--- src/rtl/dbg_bridge_pkg.sv ---
// Shared types and constants for the byte-stream debug bridge: parser states,
// command/response codes and counter widths.
package dbg_bridge_pkg;

  typedef enum logic [2:0] {
    IDLE,
    ADDR,
    WDATA,
    BUS,
    RESP
  } state_t;

  localparam logic [7:0] CMD_WR  = 8'h57;
  localparam logic [7:0] CMD_RD  = 8'h52;
  localparam logic [7:0] RSP_ACK = 8'h4B;
  localparam logic [7:0] RSP_ERR = 8'h3F;

  localparam int ADDR_BYTES = 3;
  localparam int DATA_BYTES = 4;
  localparam int BYTE_CNT_W = 2;
  localparam int RSP_CNT_W  = 3;

  function automatic logic is_known_cmd(input logic [7:0] b);
    return (b == CMD_WR) || (b == CMD_RD);
  endfunction

endpackage

--- src/rtl/dbg_rsp_shifter.sv ---
// Response byte shifter: loads a 1-byte code or a full data word and shifts it
// out MSB first over a valid/ready byte interface.
module dbg_rsp_shifter
  import dbg_bridge_pkg::*;
#(
  parameter int DATA_W = 32
) (
  input  logic              clk,
  input  logic              reset,
  input  logic              load,
  input  logic              load_wide,
  input  logic [DATA_W-1:0] load_data,
  output logic [7:0]        tx_data,
  output logic              tx_valid,
  input  logic              tx_ready,
  output logic              done
);

  logic [DATA_W-1:0]    sh;
  logic [RSP_CNT_W-1:0] cnt;

  always_ff @(posedge clk) begin
    if (reset) begin
      sh  <= '0;
      cnt <= '0;
    end else if (load) begin
      // narrow loads take only the top byte, so a code occupies bits [DATA_W-1 -: 8]
      sh  <= load_wide ? load_data : {load_data[DATA_W-1 -: 8], {(DATA_W-8){1'b0}}};
      cnt <= load_wide ? RSP_CNT_W'(DATA_W / 8) : RSP_CNT_W'(1);
    end else if (tx_valid && tx_ready) begin
      sh  <= sh << 8;
      cnt <= cnt - 1'b1;
    end
  end

  assign tx_valid = (cnt != '0);
  assign tx_data  = sh[DATA_W-1 -: 8];
  assign done     = tx_valid && tx_ready && (cnt == RSP_CNT_W'(1));

endmodule

--- src/rtl/mmio_dbg_bridge.sv ---
// Host debug bridge: parses WR/RD command frames from a byte stream, issues one
// mmio transaction per frame and streams the ack/read data back.
// Optional inter-byte timeout is enabled with `define DBG_BRIDGE_TIMEOUT_EN.
module mmio_dbg_bridge
  import dbg_bridge_pkg::*;
#(
  parameter int ADDR_W         = 21,
  parameter int DATA_W         = 32,
  parameter int TIMEOUT_CYCLES = 1_000_000
) (
  input  logic              clk,
  input  logic              reset,
  input  logic [7:0]        rx_data,
  input  logic              rx_valid,
  output logic              rx_ready,
  output logic [7:0]        tx_data,
  output logic              tx_valid,
  input  logic              tx_ready,
  output logic              mmio_cs,
  output logic              mmio_wr,
  output logic              mmio_rd,
  output logic [ADDR_W-1:0] mmio_addr,
  output logic [DATA_W-1:0] mmio_wr_data,
  input  logic [DATA_W-1:0] mmio_rd_data
);

  // Handshakes: a byte moves on rx_valid & rx_ready (resp. tx_valid & tx_ready)
  // at a rising edge; a source holds valid and data stable until that edge.

  state_t                state, state_next;
  logic [BYTE_CNT_W-1:0] byte_cnt;
  logic                  cmd_wr;
  logic [ADDR_W-1:0]     addr_sh;
  logic [DATA_W-1:0]     data_sh;
  logic                  rx_acc;
  logic                  frame_done;
  logic                  rsp_load;
  logic                  rsp_wide;
  logic [DATA_W-1:0]     rsp_data;
  logic                  rsp_done;
  logic                  timeout_hit;

  assign rx_ready = !reset && ((state == IDLE) || (state == ADDR) || (state == WDATA));
  assign rx_acc   = rx_valid && rx_ready;

  always_ff @(posedge clk) begin
    if (reset) state <= IDLE;
    else       state <= state_next;
  end

  always_comb begin
    state_next = state;
    frame_done = 1'b0;
    rsp_load   = 1'b0;
    rsp_wide   = 1'b0;
    rsp_data   = '0;
    case (state)
      IDLE: begin
        if (rx_acc) begin
          if (is_known_cmd(rx_data)) begin
            state_next = ADDR;
          end else begin
            state_next = RESP;
            rsp_load   = 1'b1;
            rsp_data   = {RSP_ERR, {(DATA_W-8){1'b0}}};
          end
        end
      end
      ADDR: begin
        if (rx_acc && (byte_cnt == BYTE_CNT_W'(ADDR_BYTES - 1))) begin
          state_next = cmd_wr ? WDATA : BUS;
          frame_done = !cmd_wr;
        end else if (timeout_hit) begin
          state_next = IDLE;
        end
      end
      WDATA: begin
        if (rx_acc && (byte_cnt == BYTE_CNT_W'(DATA_BYTES - 1))) begin
          state_next = BUS;
          frame_done = 1'b1;
        end else if (timeout_hit) begin
          state_next = IDLE;
        end
      end
      BUS: begin
        // strobe cycle: read data is valid now and is captured by the shifter load
        state_next = RESP;
        rsp_load   = 1'b1;
        rsp_wide   = !cmd_wr;
        rsp_data   = cmd_wr ? {RSP_ACK, {(DATA_W-8){1'b0}}} : mmio_rd_data;
      end
      RESP: begin
        if (rsp_done) state_next = IDLE;
      end
      default: state_next = IDLE;
    endcase
  end

  always_ff @(posedge clk) begin
    if (reset) begin
      byte_cnt     <= '0;
      cmd_wr       <= 1'b0;
      addr_sh      <= '0;
      data_sh      <= '0;
      mmio_cs      <= 1'b0;
      mmio_wr      <= 1'b0;
      mmio_rd      <= 1'b0;
      mmio_addr    <= '0;
      mmio_wr_data <= '0;
    end else begin
      mmio_cs <= frame_done;
      mmio_wr <= frame_done && cmd_wr;
      mmio_rd <= frame_done && !cmd_wr;
      if (state == IDLE) begin
        byte_cnt <= '0;
        if (rx_acc) cmd_wr <= (rx_data == CMD_WR);
      end
      if (rx_acc && (state == ADDR)) begin
        // A2[7:5] fall off the top after three shifts
        addr_sh  <= {addr_sh[ADDR_W-9:0], rx_data};
        byte_cnt <= (byte_cnt == BYTE_CNT_W'(ADDR_BYTES - 1)) ? '0 : byte_cnt + 1'b1;
      end
      if (rx_acc && (state == WDATA)) begin
        data_sh  <= {data_sh[DATA_W-9:0], rx_data};
        byte_cnt <= byte_cnt + 1'b1;
      end
      if (frame_done) begin
        if (cmd_wr) begin
          mmio_addr    <= addr_sh;
          mmio_wr_data <= {data_sh[DATA_W-9:0], rx_data};
        end else begin
          mmio_addr    <= {addr_sh[ADDR_W-9:0], rx_data};
        end
      end
    end
  end

`ifdef DBG_BRIDGE_TIMEOUT_EN
  localparam int TO_W = (TIMEOUT_CYCLES > 2) ? $clog2(TIMEOUT_CYCLES) : 1;

  logic [TO_W-1:0] to_cnt;
  logic            in_frame;

  assign in_frame = (state == ADDR) || (state == WDATA);

  always_ff @(posedge clk) begin
    if (reset || rx_acc || !in_frame) to_cnt <= '0;
    else                              to_cnt <= to_cnt + 1'b1;
  end

  assign timeout_hit = in_frame && !rx_acc && (to_cnt == TO_W'(TIMEOUT_CYCLES - 1));
`else
  // never true; frames wait indefinitely for their next byte
  assign timeout_hit = (TIMEOUT_CYCLES < 0);
`endif

  dbg_rsp_shifter #(
    .DATA_W (DATA_W)
  ) u_rsp (
    .clk       (clk),
    .reset     (reset),
    .load      (rsp_load),
    .load_wide (rsp_wide),
    .load_data (rsp_data),
    .tx_data   (tx_data),
    .tx_valid  (tx_valid),
    .tx_ready  (tx_ready),
    .done      (rsp_done)
  );

endmodule

--- config.mk ---
export PLATFORM = sky130hd
export DESIGN_NAME = mmio_dbg_bridge
export DESIGN_NICKNAME = d
export VERILOG_FILES = /design/src/rtl/dbg_bridge_pkg.sv /design/src/rtl/dbg_rsp_shifter.sv /design/src/rtl/mmio_dbg_bridge.sv
export SDC_FILE = /design/constraint.sdc
export NUM_CORES = 1
export LEC_CHECK = 0
export CAP_MARGIN = 20
export CORE_AREA = 2 2 81 141
export CTS_CLUSTER_SIZE = 24
export DETAILED_ROUTE_END_ITERATION = 16
export DIE_AREA = 0 0 83 143
export PLACE_DENSITY_LB_ADDON = 0.08
export SETUP_SLACK_MARGIN = 0.05
export SYNTH_ARGS = -nofsm -noshare
export SYNTH_HDL_FRONTEND = slang
export SYNTH_SLANG_ARGS = --single-unit
--- constraint.sdc ---
create_clock -name clk -period 4.56 [get_ports clk]
set_input_delay 0.684 -clock clk [delete_from_list [all_inputs] [get_ports clk]]
set_output_delay 0.684 -clock clk [all_outputs]
set_load 0.05 [all_outputs]
==> impl_results.md <==
- Status: finished, final reports clean
- Final Wtd Congestion: 0.864
- Final Hold Violating Endpoints: 0
- Final Util: 70.2%
- Cell total after placement: 888
- Drt total wl: 15300 um
- CTS resizes: 0
- Post-DRT Antenna Nets: 0
- Setup WS pre-CTS: 1.19 ns
- Die W: 83 um
- Initial antenna violation count: 0
- Setup WS post-layout: 1.57 ns
- CP cell instances: inv_1, ha_1, nand2b_1, clkdlybuf4s50_1
- Total number of vias: 5160
- Period minus WS final: 2.99 ns
- Sequential fraction of the synthesis area: 48.2%
- Synth warn: 0
- Final total power: 3.12 mW
- Cells after synthesis: 702
- CTS tree: done
- Clock transition at the registers of the reported paths: 0.06 ns
- Layout cells sized above 1: 7.48%
- Number of setup buffers added after CTS: 0
- Hold crit path type: reg2reg
- Slew at the pin with the worst max-slew slack: 0.970 ns
- Commonest non-fill, non-tap cells in the layout: nand2_1 (177), dfxtp_1 (142), clkdlybuf4s50_1 (108), a21oi_1 (73), inv_1 (29)
- CP top delay family: buffers and inverters
- Clock latency at the later pin of the worst-skew pair: 0.42 ns
- First-pass GRT wire length: 24300 um
- Critical Path Max Stage Delay: 0.89 ns
- Area Growth Syn to Fin: 27.4%
- Fin cells: 919
- Max Root-Sink Buffers: 2
- Number of distinct library cells after synthesis: 48
- Post-Syn Area: 5900 um2
- Fmax: 334 MHz
- Worst path buffer plus inverter count: 2
- Max-slew headroom: 35.2%
- Post-CTS Hold Buffers: 0
- VDD IR max: 315 uV
- Largest net degree at the start of global routing: 84
- Vias in the first global route: 4959
- Initial core utilization: 55.1%
- CP endpoint kind: primary output
- Routed metal-1 wirelength: 5880 um
- Total die area: 11900 um2
- First DRT Iteration DRCs: 235
- P_leak: 2.47 nW
- Pwr/cell area: 415 nW/um2
- Post-synth net total: 753
- Tightest hold margin: 0.452 ns
- Final period util: 65.6%
- Setup_tns: 0 ns
- TritonCTS buffer count: 17
- RSZ-0062 raised after global routing: false
- CTS Root Cell: clkbuf_16
- Seq. cell area: 2840 um2
- Flops & latches, synth: 142
- TritonCTS Sinks: 142
- Max_cap viols: 0
- Worst setup SP type: flip-flop
- GRT Overall Usage: 25.6%
- Post-DP Area: 6910 um2
- Post-route cell area: 7510 um2
- CP max stage cell: clkdlybuf4s50_1
- Core area: 10700 um2
- Routed met3 length: 611 um
- Syn Area/Cell: 8.40 um2
- Grt ovf: 0
- Clk_skew: 0.00785 ns
- Hpwl dp: 10500 um
- H-tree levels: 4
- Max layer used: met4
- Critical path data arrival time: 2.31 ns
- First drt pass iteration count: 4
- Final setup fails: 0
- Nets@finish: 828
- Most common cell after layout, fill and taps aside: nand2_1
- Residual DRC: 0
- Multi-input logic area: 2630 um2
- Max FO, Critical Path: 13
- Final Max Slew Viols: 0
- Fillers: 872
- WP data required: 3.88 ns
- Wire per inst: 16.6 um
- Port bufs: 109
- Setup CP Type: reg2out
- Vert. Die Dim: 143 um
- Row cnt: 50
- # diodes: 0
- Boundary Pins: 110
- Via density: 5.61
- Met2 WL post-DR: 8240 um
metal layers:
layer / track usage (%) / vias to the layer above
met5: 0 / -
met1: 27.2 / 2435
li1: - / 2560
met4: 13.1 / 0
met2: 46.7 / 138
met3: 5.90 / 27
worst paths after layout:
| check | startpoint | end | slack (ns) | depth (start not counted) |
|---|---|---|---|---|
| worst min-delay path | mmio_wr_data[3] | mmio_wr_data[3] | 0.45 | 2 |
| worst max-delay path | u_rsp.cnt[0] | tx_valid | 1.57 | 4 |
| worst max register to register | state[1] | u_rsp.sh[11] | 2.00 | 5 |
| worst min register to register | mmio_wr_data[3] | mmio_wr_data[3] | 0.45 | 2 |
worst register-to-register path: stages (launching register included):
cell and delay (ns):
dfxtp_1 0.65, nand3b_1 0.79, nor2_1 0.29, buf_4 0.32, nand2_1 0.13, a221oi_1 0.29
Yosys cell counts (all sizes together):
cell,number,area share [%]
o2bb2ai,2,0.30
a32oi,8,1.2
and3b,2,0.30
nand4,1,0.11
buf,26,3.0
mux2i,21,3.6
a21oi,87,8.3
nand2,177,11
o2111ai,1,0.15
a21boi,3,0.38
a32o,1,0.17
a31oi,7,0.74
nand3b,1,0.13
or3,2,0.21
o21ai,21,1.8
nand2b,4,0.42
o211ai,20,2.5
nand4bb,1,0.19
nor3,2,0.17
nor4b,1,0.25
o2111a,1,0.19
nor4,2,0.21
a22oi,1,0.13
o21a,2,0.25
o32ai,1,0.15
and3,3,0.32
ha,7,1.5
nor2,27,1.7
o311ai,1,0.45
a221oi,19,2.8
inv,29,1.8
maj3,1,0.17
a211o,1,0.15
a211oi,11,1.4
xor2,1,0.15
clkinv,1,0.15
clkbuf,36,2.3
and2,4,0.42
dfxtp,142,48
nand3,21,1.8
nor4bb,1,0.17
or4b,1,0.23
o31ai,1,0.13
logic make-up (layout without fill, tap and decap cells):
family | Yosys count | in the layout | share of synthesized area [%]
xor+xnor | 1 | 1 | 0.149
compound gates | 188 | 188 | 21.2
simple gates | 250 | 250 | 17.9
flops | 142 | 142 | 48.2
buf+inv | 92 | 179 | 7.30
fa+ha+maj | 8 | 8 | 1.66
mux | 21 | 21 | 3.57
state kept, by name (all words and copies together) (netlist names):
signal / count
mmio_rd: 1
cmd_wr: 1
byte_cnt: 2
mmio_wr: 1
u_rsp.sh: 32
mmio_cs: 1
addr_sh: 21
state: 3
mmio_addr: 21
mmio_wr_data: 32
data_sh: 24
u_rsp.cnt: 3
report_power, final:
group,switching (mW),internal [mW]
registers,0.0411,1.29
clock network,0.529,0.877
logic,0.232,0.150
total,0.802,2.32
area by class of cell:
cell class / instances / area share [%]
tap: 130 / 2.16
timing repair buffer: 118 / 15.4
clock inverter: 12 / 2.18
sequential: 142 / 37.8
multi-input combinational: 468 / 35.0
inverter: 30 / 1.57
clock buffer: 19 / 5.90
Note: power is estimated with default switching activity, not from simulation.
